### config.mk
export PLATFORM = sky130hd
export DESIGN_NAME = tunnel_painter_pipe
export DESIGN_NICKNAME = d
export VERILOG_FILES = /design/src/rtl/tunnel_painter_pipe.sv
export SDC_FILE = /design/constraint.sdc
export NUM_CORES = 1
export LEC_CHECK = 0
export ABC_CLOCK_PERIOD_IN_PS = 2600
export BUFFER_PORTS_ARGS = -buffer_cell sky130_fd_sc_hd__buf_2
export CELL_PAD_IN_SITES_DETAIL_PLACEMENT = 1
export CELL_PAD_IN_SITES_GLOBAL_PLACEMENT = 1
export CORE_ASPECT_RATIO = 1.5
export CORE_UTILIZATION = 25
export CTS_BUF_LIST = sky130_fd_sc_hd__clkbuf_16
export DETAILED_ROUTE_END_ITERATION = 6
export MAX_ROUTING_LAYER = met4
export PLACE_DENSITY_LB_ADDON = 0.1
export SYNTH_ARGS = -nofsm -noshare
export SYNTH_HDL_FRONTEND = slang
export SYNTH_SLANG_ARGS = --single-unit
### constraint.sdc
create_clock -name clk -period 2.6 [get_ports clk]
set_clock_uncertainty 0.15 [all_clocks]
set_input_delay 0.13 -clock clk [delete_from_list [all_inputs] [get_ports clk]]
set_output_delay 0.13 -clock clk [all_outputs]
set_load 0.02 [all_outputs]
### src/rtl/tunnel_painter_pipe.sv
// Concentric-ring pixel painter: radius from a fixed centre via a pipelined restoring
// square root, then radius and latched animation phase mapped to a 3-bit colour.
module tunnel_painter_pipe #(
    parameter int X_BITS      = 6,
    parameter int Y_BITS      = 6,
    parameter int FRAME_BITS  = 7,
    parameter int CENTER_X    = 32,
    parameter int CENTER_Y    = 32,
    parameter int RING_BITS   = 5,
    parameter int SPEED_SHIFT = 2
) (
    input  logic                  clk,
    input  logic                  resetn,
    input  logic                  in_valid,
    input  logic                  frame_start,
    input  logic [FRAME_BITS-1:0] frame,
    input  logic [1:0]            mode,
    input  logic [X_BITS-1:0]     x,
    input  logic [Y_BITS-1:0]     y,
    output logic                  out_valid,
    output logic [2:0]            rgb
);

    localparam int D   = ((X_BITS > Y_BITS) ? X_BITS : Y_BITS) + 1;
    localparam int D1  = D + 1;
    localparam int R2W = 2 * D;
    localparam int N   = R2W / 2;
    localparam int SQW = 2 * D - 1;
    localparam int RW  = D + 3;
    localparam int RB  = RING_BITS;
    localparam int FEW = SPEED_SHIFT + RING_BITS + FRAME_BITS;

    localparam logic [D:0] CX = D1'(CENTER_X);
    localparam logic [D:0] CY = D1'(CENTER_Y);

    // Only the frame bits that feed the phase are kept; the rest never matter.
    logic [FEW-1:0] f_ext;
    logic [RB-1:0]  fph_in, fph_q, fph_use;
    logic [1:0]     mode_q, mode_use;
    logic           take;

    assign f_ext    = FEW'(frame);
    assign fph_in   = f_ext[SPEED_SHIFT +: RB];
    assign take     = in_valid & frame_start;
    assign fph_use  = take ? fph_in : fph_q;
    assign mode_use = take ? mode : mode_q;

    always_ff @(posedge clk or negedge resetn) begin
        if (!resetn) begin
            fph_q  <= '0;
            mode_q <= '0;
        end else if (take) begin
            fph_q  <= fph_in;
            mode_q <= mode;
        end
    end

    logic signed [D:0] dx_c, dy_c;
    logic [D-1:0]      ax, ay;
    logic [2*D-1:0]    sqx_c, sqy_c;

    assign dx_c  = $signed(CX) - $signed(D1'(x));
    assign dy_c  = $signed(CY) - $signed(D1'(y));
    assign ax    = dx_c[D] ? D'(-dx_c) : D'(dx_c);
    assign ay    = dy_c[D] ? D'(-dy_c) : D'(dy_c);
    assign sqx_c = {{D{1'b0}}, ax} * {{D{1'b0}}, ax};
    assign sqy_c = {{D{1'b0}}, ay} * {{D{1'b0}}, ay};

    logic           s1_val, s2_val;
    logic [SQW-1:0] s1_sqx, s1_sqy;
    logic [R2W-1:0] s2_r2;
    logic [RB-1:0]  s1_fph, s2_fph;
    logic [1:0]     s1_mode, s2_mode;

    always_ff @(posedge clk or negedge resetn) begin
        if (!resetn) begin
            s1_val  <= 1'b0;
            s1_sqx  <= '0;
            s1_sqy  <= '0;
            s1_fph  <= '0;
            s1_mode <= '0;
            s2_val  <= 1'b0;
            s2_r2   <= '0;
            s2_fph  <= '0;
            s2_mode <= '0;
        end else begin
            s1_val  <= in_valid;
            s1_sqx  <= sqx_c[SQW-1:0];
            s1_sqy  <= sqy_c[SQW-1:0];
            s1_fph  <= fph_use;
            s1_mode <= mode_use;
            s2_val  <= s1_val;
            s2_r2   <= {1'b0, s1_sqx} + {1'b0, s1_sqy};
            s2_fph  <= s1_fph;
            s2_mode <= s1_mode;
        end
    end

    logic           sq_val  [1:N];
    logic [D-1:0]   sq_root [1:N];
    logic [RB-1:0]  sq_fph  [1:N];
    logic [1:0]     sq_mode [1:N];
    logic [D:0]     sq_rem  [1:N-1];
    logic [R2W-1:0] sq_r2   [1:N-1];

    // One root bit per stage, most significant first; the remainder never exceeds D+1 bits.
    for (genvar i = 0; i < N; i++) begin : g_sq
        logic           val_in;
        logic [R2W-1:0] r2_in;
        logic [D:0]     rem_in;
        logic [D-1:0]   root_in;
        logic [RB-1:0]  fph_s;
        logic [1:0]     mode_s;
        logic [RW-1:0]  rem_sh, trial;
        logic           ge;

        if (i == 0) begin : g_first
            assign val_in  = s2_val;
            assign r2_in   = s2_r2;
            assign rem_in  = '0;
            assign root_in = '0;
            assign fph_s   = s2_fph;
            assign mode_s  = s2_mode;
        end else begin : g_mid
            assign val_in  = sq_val[i];
            assign r2_in   = sq_r2[i];
            assign rem_in  = sq_rem[i];
            assign root_in = sq_root[i];
            assign fph_s   = sq_fph[i];
            assign mode_s  = sq_mode[i];
        end

        assign rem_sh = {rem_in, r2_in[R2W-1-2*i -: 2]};
        assign trial  = {1'b0, root_in, 2'b01};
        assign ge     = (rem_sh >= trial);

        always_ff @(posedge clk or negedge resetn) begin
            if (!resetn) begin
                sq_val[i+1]  <= 1'b0;
                sq_root[i+1] <= '0;
                sq_fph[i+1]  <= '0;
                sq_mode[i+1] <= '0;
            end else begin
                sq_val[i+1]  <= val_in;
                sq_root[i+1] <= {root_in[D-2:0], ge};
                sq_fph[i+1]  <= fph_s;
                sq_mode[i+1] <= mode_s;
            end
        end

        if (i < N - 1) begin : g_carry
            always_ff @(posedge clk or negedge resetn) begin
                if (!resetn) begin
                    sq_rem[i+1] <= '0;
                    sq_r2[i+1]  <= '0;
                end else begin
                    sq_rem[i+1] <= D1'(ge ? rem_sh - trial : rem_sh);
                    sq_r2[i+1]  <= r2_in;
                end
            end
        end else begin : g_last
            logic unused_r2;
            assign unused_r2 = ^r2_in;
        end
    end

    logic [RB+D-1:0] r_ext;
    logic [RB-1:0]   rl, p;
    logic [2:0]      hue, col;

    always_comb begin
        r_ext = {{RB{1'b0}}, sq_root[N]};
        rl    = r_ext[RB-1:0];
        p     = (sq_mode[N] == 2'd1) ? rl + sq_fph[N] : rl - sq_fph[N];
        hue   = p[RB-1 -: 3];
        case (sq_mode[N])
            2'd0, 2'd1: col = {&p, 1'b0, &p[1:0]};
            2'd2:       col = (hue == 3'b000) ? 3'b001 : hue;
            default:    col = {3{p[RB-1]}};
        endcase
    end

    always_ff @(posedge clk or negedge resetn) begin
        if (!resetn) begin
            out_valid <= 1'b0;
            rgb       <= 3'b000;
        end else begin
            out_valid <= sq_val[N];
            rgb       <= sq_val[N] ? col : 3'b000;
        end
    end

    logic unused_bits;
    assign unused_bits = ^{f_ext, sqx_c[2*D-1], sqy_c[2*D-1], r_ext};

endmodule

==> impl_metrics.env <==
export IMPL_drt_iter0_drc=156
export IMPL_worstPathMaxFanout=3
export IMPL_dieArea_mm2=0.0450
export IMPL_final_min_period_over_clock_period=1.78
export IMPL_max_cap_violations=0
export IMPL_power_share_sequential=0.318
export IMPL_fp_dieW_um=173
export IMPL_cts_inserted_buffers=23
export IMPL_synth_area_leader_cell="dfrtp_1"
export IMPL_wire_per_inst_um=13.8
export IMPL_clk_tree_root_cell="clkbuf_16"
export IMPL_fmax_ghz=0.216
export IMPL_route_detailed_drc=0
export IMPL_drt_pre_antenna_iters=4
export IMPL_layout_filler_cells=4726
export IMPL_setup_repair_after_global_routing_missed_its_margin="true"
export IMPL_hpwl_mm=18.6
export IMPL_vias_in_the_first_global_route=8391
export IMPL_cts_h_tree_depth=1
export IMPL_synth_enable_flop_cells=0
export IMPL_min_path_type="input port to flip-flop"
export IMPL_clk_pin_slew_ns=0.06
export IMPL_route_detailed_vias_per_inst=4.26
export IMPL_net_switching_power_w=0.00548
export IMPL_nNetsFinal=1317
export IMPL_finalMaxSlewViolations=0
export IMPL_clkPwrFrac=0.202
export IMPL_synth_compound_gate_area_share=0.0951
export IMPL_worst_ep_arrival_time_ns=4.92
export IMPL_switching_share=0.341
export IMPL_post_synth_cell_area_avg_um2=11.7
export IMPL_grt_max_degree=89
export IMPL_totalPowerFinal_w=0.0161
export IMPL_yosysTopAreaCellShare=0.511
export IMPL_num_vias=7456
export IMPL_floorplan_initialDensity=0.255
export IMPL_floorplan_rows=93
export IMPL_globalRoute_totalOverflow=0
export IMPL_stdcell_count=1750
export IMPL_mappedNetlistArea_mm2=0.0110
export IMPL_peak_supply_drop_v=0.000315
export IMPL_ff_latch_area_mm2=0.00563
export IMPL_post_dp_cell_area_mm2=0.0134
export IMPL_dpl_worst_slack_ns=-2.69
export IMPL_maxSlewHeadroom=0.526
export IMPL_timing_critical_path_required_ns=2.89
export IMPL_status="finished, violations left"
export IMPL_fin_area_mm2=0.0150
export IMPL_wl_met3_um=451
export IMPL_route_met2_wl_mm=14.6
export IMPL_synth_adder_area_share=0.160
export IMPL_powerDensity_mw_per_mm2=1070
export IMPL_area_growth_synth_to_final_pct=36.3
export IMPL_grt_pass1_wl_mm=40.9
export IMPL_core_region_area_mm2=0.0432
export IMPL_number_of_sinks_on_the_clock_net=225
export IMPL_synth_distinct_cells=77
export IMPL_routed_top_layer="met4"
export IMPL_path_class="input port to flip-flop"
export IMPL_internal_power_w=0.0106
export IMPL_syn_inst=945
export IMPL_io_pin_count=29
export IMPL_total_wirelength_mm=24.1
export IMPL_timing_critical_path_from_type="input port"
export IMPL_worst_slew_pin_slew_ns=0.710
export IMPL_finalSetupViolCount=18
export IMPL_worst_skew_pair_late_latency_ns=0.52
export IMPL_hold_viol=0
export IMPL_multiInputGateArea_mm2=0.00585
export IMPL_combinational_family_with_the_most_area_after_synthesis="adder cells"
export IMPL_synthTopCellsByArea="dfrtp_1 (51%), ha_1 (11%), fa_1 (4.5%)"
export IMPL_buffer_ports_inserted=26
export IMPL_violations="setup timing"
export IMPL_timing_final_crit_period_ns=4.63
export IMPL_yosys_register_bits=225
export IMPL_yosys_area_share_simple=0.109
export IMPL_antenna_cells_inserted=0
export IMPL_power_frac_comb=0.480
export IMPL_synth_warning_count=0
export IMPL_synth_mux_area_fraction=0.0255
export IMPL_route_antenna_remaining_nets=0
export IMPL_antenna_found_initial=0
export IMPL_last_weighted_congestion_value_of_the_routability_driven_placer=0.747
export IMPL_tritoncts="built"
export IMPL_grtUsageTotal=0.116
export IMPL_power_leakage_nw=7.03
export IMPL_synth_async_sr_flop_share=1.00
export IMPL_setup_slack_ns=-2.03
export IMPL_layout_drive_gt1_share=0.330
export IMPL_die_outline_height_um=259
export IMPL_critPathCaptureType="flip-flop"
export IMPL_dp_cells=1669
export IMPL_drt_met1_wl_mm=8.59
export IMPL_clk_path_buf_depth=3
export IMPL_share_of_the_synthesized_netlist_area_taken_by_xor_and_xnor_gates=0.0539
export IMPL_synth_top_flop_cell="dfrtp_1"
export IMPL_synth_seq_area_share=0.511
Yosys cell counts, types with 4 or more instances:
| master | count |
|---|---|
| or2_2 | 6 |
| o21ai_0 | 33 |
| inv_1 | 102 |
| nor3_1 | 20 |
| o21bai_1 | 4 |
| ha_1 | 101 |
| and2_1 | 8 |
| xor2_1 | 18 |
| a21oi_1 | 32 |
| fa_1 | 25 |
| nand4_1 | 4 |
| nor4_1 | 4 |
| a21o_1 | 12 |
| buf_2 | 8 |
| or3_1 | 7 |
| and3_1 | 6 |
| xnor2_1 | 48 |
| dfrtp_1 | 225 |
| o21a_1 | 17 |
| o31ai_1 | 4 |
| nand2_1 | 30 |
| nor2b_1 | 16 |
| o211ai_1 | 4 |
| mux2i_1 | 9 |
| clkbuf_1 | 8 |
| nand2b_1 | 11 |
| nand3_1 | 15 |
| a2111oi_0 | 4 |
| nand3b_1 | 4 |
| nor2_1 | 72 |
| mux2_2 | 17 |
through the flow:
| step | utilization | setup TNS (ns) | hold slack, ns |
|---|---|---|---|
| finish | 0.348 | -26.05 | 0.0312 |
| global route | 0.348 | -28.79 | 0.0774 |
| CTS | 0.342 | -26.55 | 0.0175 |
| detailed placement | 0.309 | -38.42 | 0.0180 |
| global placement | 0.309 | -38.01 | 0.00516 |
| floorplan | - | -22.23 | -0.316 |
layer usage:
layer,up-vias,global-route usage
met4,0,0.0369
met2,46,0.236
met5,-,-
met1,3766,0.112
li1,3618,-
met3,26,0.0123
worst paths after layout:
kind / from / end / slack [ns] / cells after the start
setup / recovery: y[0] / s1_sqy[11] / -2.03 / 24
hold / removal: frame_start / s1_fph[4] / 0.03 / 3
setup reg to reg: g_sq[2].rem_in[0] / g_sq[3].rem_in[1] / 0.12 / 8
hold reg to reg: g_sq[5].mode_s[0] / g_sq[6].mode_s[0] / 0.19 / 0
max in group asynchronous: resetn / g_sq[4].rem_in[3] / 1.40 / 3
min in group asynchronous: resetn / g_sq[5].rem_in[7] / 0.04 / 2
state kept, by name (all words and copies together), names as in the netlist, 3 cells and up:
| register | flops |
|---|---|
| g_sq.rem_in | 43 |
| g_sq.r2_in | 56 |
| g_sq.val_in | 7 |
| s1_sqy | 12 |
| g_sq.fph_s | 35 |
| g_sq.mode_s | 14 |
| s1_fph | 5 |
| rgb | 3 |
| sq_fph | 5 |
| s1_sqx | 12 |
| g_sq.root_in | 21 |
| r_ext | 5 |
power by group through the flow:
| stage | Clock [W] | Sequential [W] | Combinational (W) |
|---|---|---|---|
| after floorplan | 0 | 0.00504 | 0.00487 |
| after global placement | 0 | 0.00520 | 0.00687 |
| after detailed placement | 0 | 0.00523 | 0.00696 |
| after CTS | 0.00341 | 0.00516 | 0.00758 |
| after global routing | 0.00354 | 0.00526 | 0.00866 |
| final | 0.00325 | 0.00512 | 0.00772 |
cell families after synthesis:
kind of cell,Yosys count
AO/OA/AOI/OAI,150
adder cells (fa/ha/maj),126
other,2
flip-flops,225
buffers and inverters,123
XOR/XNOR,67
AND/OR/NAND/NOR,226
multiplexers,26
cell type report:
type	instances	area share
tap	570	0.0475
clock buffer	23	0.0383
inverter	103	0.0279
clock inverter	16	0.0109
multi-input combinational	611	0.389
timing repair buffer	202	0.112
sequential	225	0.375
critical path, cell delays in order:
cell	delay, ns
buf_12	0.11
inv_16	0.04
ha_4	0.11
or3b_4	0.41
o21ai_4	0.15
a21oi_2	0.05
o32ai_2	0.26
xor2_2	0.19
inv_1	0.09
ha_4	0.24
xnor2_4	0.14
fa_2	0.54
inv_2	0.04
fa_2	0.54
inv_2	0.04
fa_1	0.49
inv_2	0.05
ha_4	0.24
and4_4	0.20
and2_4	0.13
o21a_1	0.19
a311o_1	0.28
a21oi_2	0.13
xnor2_1	0.13
cells in the final DEF, fill, tap and decap left out, types with 12 or more instances in the layout:
cell type    n
xor2_1      18
o21ai_0     25
inv_2       16
dfrtp_1    225
buf_2       21
buf_6       28
clkbuf_16   23
a21oi_1     21
nor2b_1     13
inv_1       86
fa_1        23
o21a_1      17
conb_1      16
nor2_1      63
ha_1        75
ha_4        26
mux2_2      17
xnor2_1     38
a21o_1      12
buf_4      134
nand3_1     13
nand2_1     26
repair_timing:
action                                 4_1_cts  5_1_grt
setup endpoints to repair                   18       28
resized for setup                           91       45
pin swaps                                   57       48
endpoints found under the hold margin      150        0
setup buffers                               21       20
hold buffers                                11        0
Note: power is estimated with default switching activity, not from simulation.
